File: config.mk
export PLATFORM = sky130hd
export DESIGN_NAME = rst_seq_ctrl
export DESIGN_NICKNAME = d
export VERILOG_FILES = /design/src/rtl/rst_seq_pkg.sv /design/src/rtl/rst_seq_wdog.sv /design/src/rtl/rst_seq_ctrl.sv
export SDC_FILE = /design/constraint.sdc
export NUM_CORES = 1
export LEC_CHECK = 0
export ABC_CLOCK_PERIOD_IN_PS = 3100
export CAP_MARGIN = 10
export CORE_MARGIN = 4
export CORE_UTILIZATION = 40
export CTS_BUF_LIST = sky130_fd_sc_hd__clkbuf_4
export DETAILED_ROUTE_END_ITERATION = 8
export DONT_BUFFER_PORTS = 1
export HOLD_SLACK_MARGIN = 0.15
export SYNTH_ARGS = -nofsm -noshare
export SYNTH_HDL_FRONTEND = slang
export SYNTH_SLANG_ARGS = --single-unit
File: constraint.sdc
create_clock -name clk -period 3.1 [get_ports clk]
set_clock_uncertainty 0.2 [all_clocks]
set_input_delay 0.465 -clock clk [delete_from_list [all_inputs] [get_ports clk]]
set_output_delay 0.465 -clock clk [all_outputs]
set_load 0.1 [all_outputs]
File: src/rtl/rst_seq_pkg.sv
// Shared types and constants for the reset sequencing controller.
// Holds the FSM state enum, reset-cause codes and a width helper.
package rst_seq_pkg;

    typedef enum logic [1:0] {
        HOLD    = 2'd0,
        RELEASE = 2'd1,
        RUN     = 2'd2
    } state_t;

    localparam logic [1:0] CAUSE_POR  = 2'b00;
    localparam logic [1:0] CAUSE_SOFT = 2'b01;
    localparam logic [1:0] CAUSE_WDOG = 2'b10;

    function automatic int max3(input int a, input int b, input int c);
        int m;
        m = (a > b) ? a : b;
        return (m > c) ? m : c;
    endfunction

endpackage

File: src/rtl/rst_seq_wdog.sv
// Watchdog counter: counts edges while running with the watchdog enabled.
// Ports: clk, rst_n, run, wdog_en, wdog_kick in; expire (one-cycle) out.
module rst_seq_wdog #(
    parameter int WDOG_CYC = 1024,
    parameter int CW       = 11
) (
    input  logic clk,
    input  logic rst_n,
    input  logic run,
    input  logic wdog_en,
    input  logic wdog_kick,
    output logic expire
);

    localparam logic [CW-1:0] LAST = CW'(WDOG_CYC - 1);

    logic [CW-1:0] cnt_q, cnt_d;

    // A kick on the would-be expiry edge suppresses the expiry.
    assign expire = run & wdog_en & ~wdog_kick & (cnt_q == LAST);

    always_comb begin
        cnt_d = cnt_q + CW'(1);
        if (!run || !wdog_en || wdog_kick || expire) begin
            cnt_d = '0;
        end
    end

    always_ff @(posedge clk or negedge rst_n) begin
        if (!rst_n) begin
            cnt_q <= '0;
        end else begin
            cnt_q <= cnt_d;
        end
    end

endmodule

File: src/rtl/rst_seq_ctrl.sv
// Reset sequencer: releases stage resets one by one after reset, soft
// request or watchdog expiry. Ports: clk, rst_n, soft_req, wdog_en,
// wdog_kick in; stage_rst_n, all_ready, rst_ack, rst_cause out.
module rst_seq_ctrl
    import rst_seq_pkg::*;
#(
    parameter int NUM_STAGES = 3,
    parameter int HOLD_CYC   = 8,
    parameter int STAGE_DLY  = 16,
    parameter int WDOG_CYC   = 1024
) (
    input  logic                  clk,
    input  logic                  rst_n,
    input  logic                  soft_req,
    output logic                  rst_ack,
    input  logic                  wdog_en,
    input  logic                  wdog_kick,
    output logic [NUM_STAGES-1:0] stage_rst_n,
    output logic                  all_ready,
    output logic [1:0]            rst_cause
);

    localparam int CW = $clog2(max3(HOLD_CYC, STAGE_DLY, WDOG_CYC)) + 1;
    localparam int IW = (NUM_STAGES > 1) ? $clog2(NUM_STAGES) : 1;

    localparam logic [CW-1:0] HOLD_LAST = CW'(HOLD_CYC - 1);
    localparam logic [CW-1:0] DLY_LAST  = CW'(STAGE_DLY - 1);
    localparam logic [IW-1:0] IDX_LAST  = IW'(NUM_STAGES - 1);

    state_t                state_q, state_d;
    logic [CW-1:0]         cnt_q, cnt_d;
    logic [IW-1:0]         idx_q, idx_d;
    logic [NUM_STAGES-1:0] stage_q, stage_d;
    logic                  ready_q, ready_d;
    logic                  ack_q, ack_d;
    logic [1:0]            cause_q, cause_d;
    logic                  soft_q;
    logic                  soft_edge;
    logic                  run;
    logic                  expire;

    assign run       = (state_q == RUN);
    assign soft_edge = soft_req & ~soft_q;

    rst_seq_wdog #(
        .WDOG_CYC (WDOG_CYC),
        .CW       (CW)
    ) u_wdog (
        .clk       (clk),
        .rst_n     (rst_n),
        .run       (run),
        .wdog_en   (wdog_en),
        .wdog_kick (wdog_kick),
        .expire    (expire)
    );

    always_comb begin
        state_d = state_q;
        cnt_d   = cnt_q;
        idx_d   = idx_q;
        stage_d = stage_q;
        ready_d = ready_q;
        ack_d   = 1'b0;
        cause_d = cause_q;
        unique case (state_q)
            HOLD: begin
                if (cnt_q == HOLD_LAST) begin
                    cnt_d      = '0;
                    idx_d      = IW'(1);
                    stage_d[0] = 1'b1;
                    if (NUM_STAGES == 1) begin
                        state_d = RUN;
                        ready_d = 1'b1;
                    end else begin
                        state_d = RELEASE;
                    end
                end else begin
                    cnt_d = cnt_q + CW'(1);
                end
            end
            RELEASE: begin
                if (cnt_q == DLY_LAST) begin
                    cnt_d   = '0;
                    idx_d   = idx_q + IW'(1);
                    stage_d = stage_q | (NUM_STAGES'(1) << idx_q);
                    if (idx_q == IDX_LAST) begin
                        state_d = RUN;
                        ready_d = 1'b1;
                    end
                end else begin
                    cnt_d = cnt_q + CW'(1);
                end
            end
            RUN: begin
                // Expiry outranks a simultaneous soft request.
                if (expire || soft_edge) begin
                    state_d = HOLD;
                    cnt_d   = '0;
                    idx_d   = '0;
                    stage_d = '0;
                    ready_d = 1'b0;
                    cause_d = expire ? CAUSE_WDOG : CAUSE_SOFT;
                    ack_d   = ~expire;
                end
            end
            default: begin
                state_d = HOLD;
                cnt_d   = '0;
                stage_d = '0;
                ready_d = 1'b0;
            end
        endcase
    end

    always_ff @(posedge clk or negedge rst_n) begin
        if (!rst_n) begin
            state_q <= HOLD;
            cnt_q   <= '0;
            idx_q   <= '0;
            stage_q <= '0;
            ready_q <= 1'b0;
            ack_q   <= 1'b0;
            cause_q <= CAUSE_POR;
            // Start high so a request held through reset is not an edge.
            soft_q  <= 1'b1;
        end else begin
            state_q <= state_d;
            cnt_q   <= cnt_d;
            idx_q   <= idx_d;
            stage_q <= stage_d;
            ready_q <= ready_d;
            ack_q   <= ack_d;
            cause_q <= cause_d;
            soft_q  <= soft_req;
        end
    end

    assign stage_rst_n = stage_q;
    assign all_ready   = ready_q;
    assign rst_ack     = ack_q;
    assign rst_cause   = cause_q;

endmodule

-- After elaboration in Yosys (flattened, before gate mapping)
Index checks and enable logic that the tools add are counted.
- input port bits: 5
- output and inout port bits: 7
- register bits after elaboration: 34
- word-level logic and storage cells: 71
- shift-type cells: 1
- add/sub/neg operators: 3
- bitwise operators: 9
- reductions and logical operators: 14
- eq/ne operators: 10
- mux-type cells: 24
- operators with widths (cell ; number):
    2-to-1 mux 11 bit ; 4
    one-hot mux 11 bit (3 select lines) ; 1
    adder 11 x 1 -> 11 bit, second input constant ; 2
    one-hot mux 2 bit (3 select lines) ; 3
    2-to-1 mux 2 bit ; 6
    AND reduction 4 bit ; 3
    equality test 11 x 10 -> 1 bit, second input constant ; 1
    equality test 11 x 3 -> 1 bit, second input constant ; 1
    equality test 11 x 4 -> 1 bit, second input constant ; 1
    inequality test 2 bit, second input constant ; 4
    2-to-1 mux 1 bit ; 6
    2-to-1 mux 3 bit ; 2
    one-hot mux 1 bit (3 select lines) ; 2
    AND reduction 3 bit ; 2
    AND 1 bit ; 4
    equality test 2 bit, second input constant ; 2
    logical OR 1 bit ; 4
    inverter 1 bit ; 4
    OR 3 bit ; 1
    nonzero test 3 bit ; 1
    left shift 1 x 2 -> 3 bit, first input constant ; 1
    adder 2 x 1 -> 2 bit, second input constant ; 1
    equality test 2 x 1 -> 1 bit, second input constant ; 1
    zero test 1 bit ; 2
    2 further kinds ; 2

-- Depth between registers and ports, before layout
- depth after elaboration: 7
- depth in mapped cells: 9
- mapped depth without buffers: 7

-- Cells and area by module
From an unflattened synthesis, not the netlist that was laid out.
- cells, all modules: 169
- area total of the unflattened synthesis: 1751.7 µm²
- by module, submodules not included (module ; cells an instance ; seq. area each (µm²) ; area each (µm²) ; times used):
    rst_seq_ctrl ; 117 ; 576.8 ; 1187.4 ; 1
    rst_seq_wdog ; 52 ; 275.3 ; 564.3 ; 1

-- Worst setup path after synthesis
OpenSTA, ideal clock, no wires.
- path kind: register to register
- start: register state_q[0]
- end: register state_q[0]
- setup slack: 1033 ps
- setup time: 120 ps
- cell stages (with the launch flop): 10
- buffers on the path: 2
- data required time: 2780 ps
- period minus slack after synthesis: 2067 ps
- arrival: 1747 ps
- cells stage by stage: dfrtp_1 -> inv_1 -> ha_1 -> clkbuf_1 -> nor2_1 -> a31oi_1 -> o21a_1 -> buf_2 -> nor2_1 -> a31o_2
- elaborated cells on any way between the ends: 13
- those cells by class: eq/ne: 6; mux: 1; bitwise: 3; reduce/logical: 3
- RTL lines (element ; RTL line ; source):
    start, declared ; rst_seq_ctrl.sv:30 ; state_t state_q, state_d;
    start signal, assigned ; rst_seq_ctrl.sv:127 ; state_q <= state_d;
    equality test 2 bit (tied with other cells) ; rst_seq_ctrl.sv:65 ; unique case (state_q)
    one-hot mux 2 bit (3 select lines) * ; rst_seq_ctrl.sv:65 ;
    via state_d[0] ; rst_seq_ctrl.sv:30 ;
The timed path passes the listed nets; every way through them passes the cells marked *.
A chain may end at the register's enable or synchronous reset.

-- Final worst setup path
- start: register state_q[0]
- end: register cnt_q[5]
- word-level cells in the longest chain between the ends: 6
- elaborated cells on any way between the ends: 9
- those cells by class: eq/ne: 3; mux: 1; bitwise: 3; reduce/logical: 2
- RTL lines (element ; RTL line ; source):
    equality test 2 bit ; rst_seq_ctrl.sv:42, rst_seq_ctrl.sv:65 ;
    AND 1 bit (3 in a row) ; rst_seq_wdog.sv:20 ; assign expire = run & wdog_en & ~wdog_kick & (cnt_q == LAST);
    logical OR 1 bit ; rst_seq_ctrl.sv:96 ; if (expire || soft_edge) begin
    inequality test 2 bit (no line) ; n/a ;
    end signal, assigned ; rst_seq_ctrl.sv:128 ; cnt_q <= cnt_d;
    end, declared ; rst_seq_ctrl.sv:31 ; logic [CW-1:0] cnt_q, cnt_d;
Several ways; a longest one is shown, not always the timed one.

==> summary.md <==
| Metric | Value |
|---|---|
| Outcome | finished clean |
| Starting Density | 0.4124 |
| DR vias | 1320 |
| WS Path Type | flip-flop to flip-flop |
| Synth cell count leaders | dfrtp_1, nor2_1, nand3_1, ha_1, o21ai_0 |
| Ys flop type | dfrtp_1 |
| Hold Startpoint | u_wdog.cnt_q[0]$_DFF_PN0_ |
| Vias/cell | 5.593 |
| Initial drt markers | 90 |
| Synthesized flop and latch total | 34 |
| Area of the mapped netlist | 1795 um^2 |
| Clk_lat worst skew | 340 ps |
| Clock Tree Buf Depth | 2 |
| Die area | 5624 um^2 |
| Final layout net count | 197 |
| GR Util All Layers | 0.1440 |
| Critical-path cell list | inv_1 > ha_1 > nand2_1 > nor2_1 > a21oi_2 > nor2_4 > a221o_1 |
| Count leader, synth | dfrtp_1 |
| Routability cong. | 0.7957 |
| Drt wl/cell | 14.89 um |
| Post-synth top area share | 0.4599 |
| Initial antenna violation count | 0 |
| Clock Sinks | 34 |
| DRC viols | 0 |
| CTS tree | built |
| Worst min path class | flip-flop to flip-flop |
| Height of the die | 75.00 um |
| Pwr Density | 393.6 nW/um^2 |
| R2R depth | 7 |
| Critical-path top delay cell | a21oi_2 |
| Largest net degree at the start of global routing | 35 |
| Syn Nets | 188 |
| Syn. warnings | 0 |
| Post-CTS Setup Repair Bufs | 0 |
| Layout overhead on the synthesized area | 10.52% |
| PortBufs | 0 |
| Routed Wire Length | 3.514 mm |
| Post-synth top area cell | dfrtp_1 |
| Hold violation total from the final report | 0 |
| Cell family with most CP delay | compound AO/OA/AOI/OAI gates |
| Crit path buf inv count | 1 |
| Total CTS buffers | 5 |
| Die W | 75.00 um |
| Unrepaired setup endpoints after global routing | false |
| Number of synthesized flops with an enable pin | 0 |
| Slew @ Worst Pin | 933.1 ps |
| Worst hold path cell count | 1 |
| CTS root buf | clkbuf_4 |
| Core ar. | 4354 um^2 |
| Max Clock Freq | 420.9 MHz |
| First-pass GRT wire length | 6.003 mm |
| Final worst path period share | 0.7665 |
| IO Pins | 12 |
| Crit Path Max Fanout | 17 |
| Post-Syn Area per Cell | 10.32 um^2 |
| Crit path largest cell delay | 680 ps |
| Grt total ovfl | 0 |
| Worst endpoint required time | 3120 ps |
| H-tree Lvls | 2 |
| Ys async rst share | 1.000 |
| Area contributors post-synth | dfrtp_1, ha_1, nor2_1, a22o_1, nand3_1 |
| Hold slack | 300.2 ps |
| Vias in the first global route | 1291 |
| Post-Syn Instances | 174 |
| FF-to-FF Start | state_q[0]$_DFFE_PN0P_ |
| VDD IR max | 0.2296 mV |
| Drt pass-1 iters | 4 |
| # diodes | 0 |
| WP depth | 7 |
| TNS Setup | 0 ps |
| Setup WS pre-CTS | 758.5 ps |
| Slew headroom | 0.3779 |
| Detail Route Antenna Nets | 0 |
| Yosys cell types | 45 |
| Final Setup Violations | 0 |
| Sequential area share after synthesis | 0.4746 |
| Internal reg-to-reg setup slack | 720 ps |
| Pins over their slew limit | 0 |
| Worst-path clk slew | 100 ps |
| Crit start category | flip-flop |
| Crit. Startpoint | state_q[0]$_DFFE_PN0P_ |
| Crit end category | flip-flop |
| Post-layout min period | 2376 ps |
| DP HPWL | 2.435 mm |
| Row count | 24 |
| Leakage | 0.8600 nW |
| Number of max-cap violations | 0 |
| Worst setup margin | 723.9 ps |
| Layout cells sized above 1 | 0.1250 |
| CP arrival | 2400 ps |
-- final timing paths --
check                                             to
min in group asynchronous       cnt_q[8]$_DFFE_PN0P_
max reg2reg                     cnt_q[5]$_DFFE_PN0P_
max in group asynchronous           soft_q$_DFF_PN1_
min reg2reg                u_wdog.cnt_q[0]$_DFF_PN0_
max                             cnt_q[5]$_DFFE_PN0P_
min                        u_wdog.cnt_q[0]$_DFF_PN0_
-- registers in the layout, summed over array words and instances, names as in the netlist, 2 cells and up --
name and flops:
rst_cause 2, idx_q 2, stage_rst_n 3, u_wdog.cnt_q 11
cnt_q 11, state_q 2
-- stage by stage --
step | area [um^2] | power [mW] | util | std cells
floorplan | 1795 | 0.4537 | - | 174
global placement | 1837 | 0.4539 | 0.4218 | 222
detailed placement | 1837 | 0.4538 | 0.4218 | 222
CTS | 1984 | 0.7966 | 0.4557 | 236
global route | 1984 | 0.8171 | 0.4557 | 236
finish | 1984 | 0.7810 | 0.4557 | 236
-- area by class of cell --
class,instances,area [um^2]
flip-flops and latches,34,852.1
repair buffers,6,70.07
multi-input cells,128,889.6
well taps,52,65.06
fillers,394,2370
clock inverters,3,40.04
clock buffers,5,37.54
inverters,8,30.03
-- cells by family after synthesis --
group	Yosys count	share of synthesized area
AOI/OAI and AO/OA	38	0.1519
xor gates and xnor gates	7	0.03415
adders and majority gates	9	0.06272
buffers and inverters	12	0.02996
DFF	34	0.4746
muxes	4	0.02369
and+or+nand+nor	70	0.2230
-- power breakdown --
group          internal (mW)  switching, mW  total [mW]
Sequential             0.444       0.000265       0.445
Clock                  0.167          0.153       0.320
Combinational        0.00629         0.0103      0.0166
Total                  0.618          0.163       0.781
-- cell usage in the layout, fill, tap and decap left out, types with 2 or more instances in the layout --
cell type,n
dfrtp_1,33
nor2_1,22
nand3_1,10
o21ai_0,9
ha_1,9
inv_1,8
nand2_1,8
a22o_1,7
nor3_1,6
a21o_1,6
xnor2_1,5
clkbuf_4,5
dlygate4sd3_1,5
o21a_1,4
and3_1,3
or3_1,3
a21oi_1,3
nand2b_1,2
xor2_1,2
nand3b_1,2
a31oi_1,2
mux2i_1,2
o22a_1,2
mux2_2,2
clkinv_2,2
-- timing repair --
action / in CTS / in global routing
gates resized for setup: 0 / 0
hold buffers: 6 / 0
hold endpoints to repair: 40 / 0
-- metal layers --
layer,vias up,global-route usage,share of wire
li1,636,-,-
met1,651,0.1910,0.49
met2,29,0.2070,0.44
met3,4,0.05207,0.057
met4,0,0.07115,0.018
met5,-,0,0
-- worst register-to-register path, delay by kind of cell, from the launching register on --
family,cells,cell delay (ps)
AOI/OAI and AO/OA,2,1000
DFF,1,400
and+or+nand+nor,3,330
adders and majority gates,1,250
buffers and inverters,1,90
No activity file was read; power rests on OpenSTA's default activity.
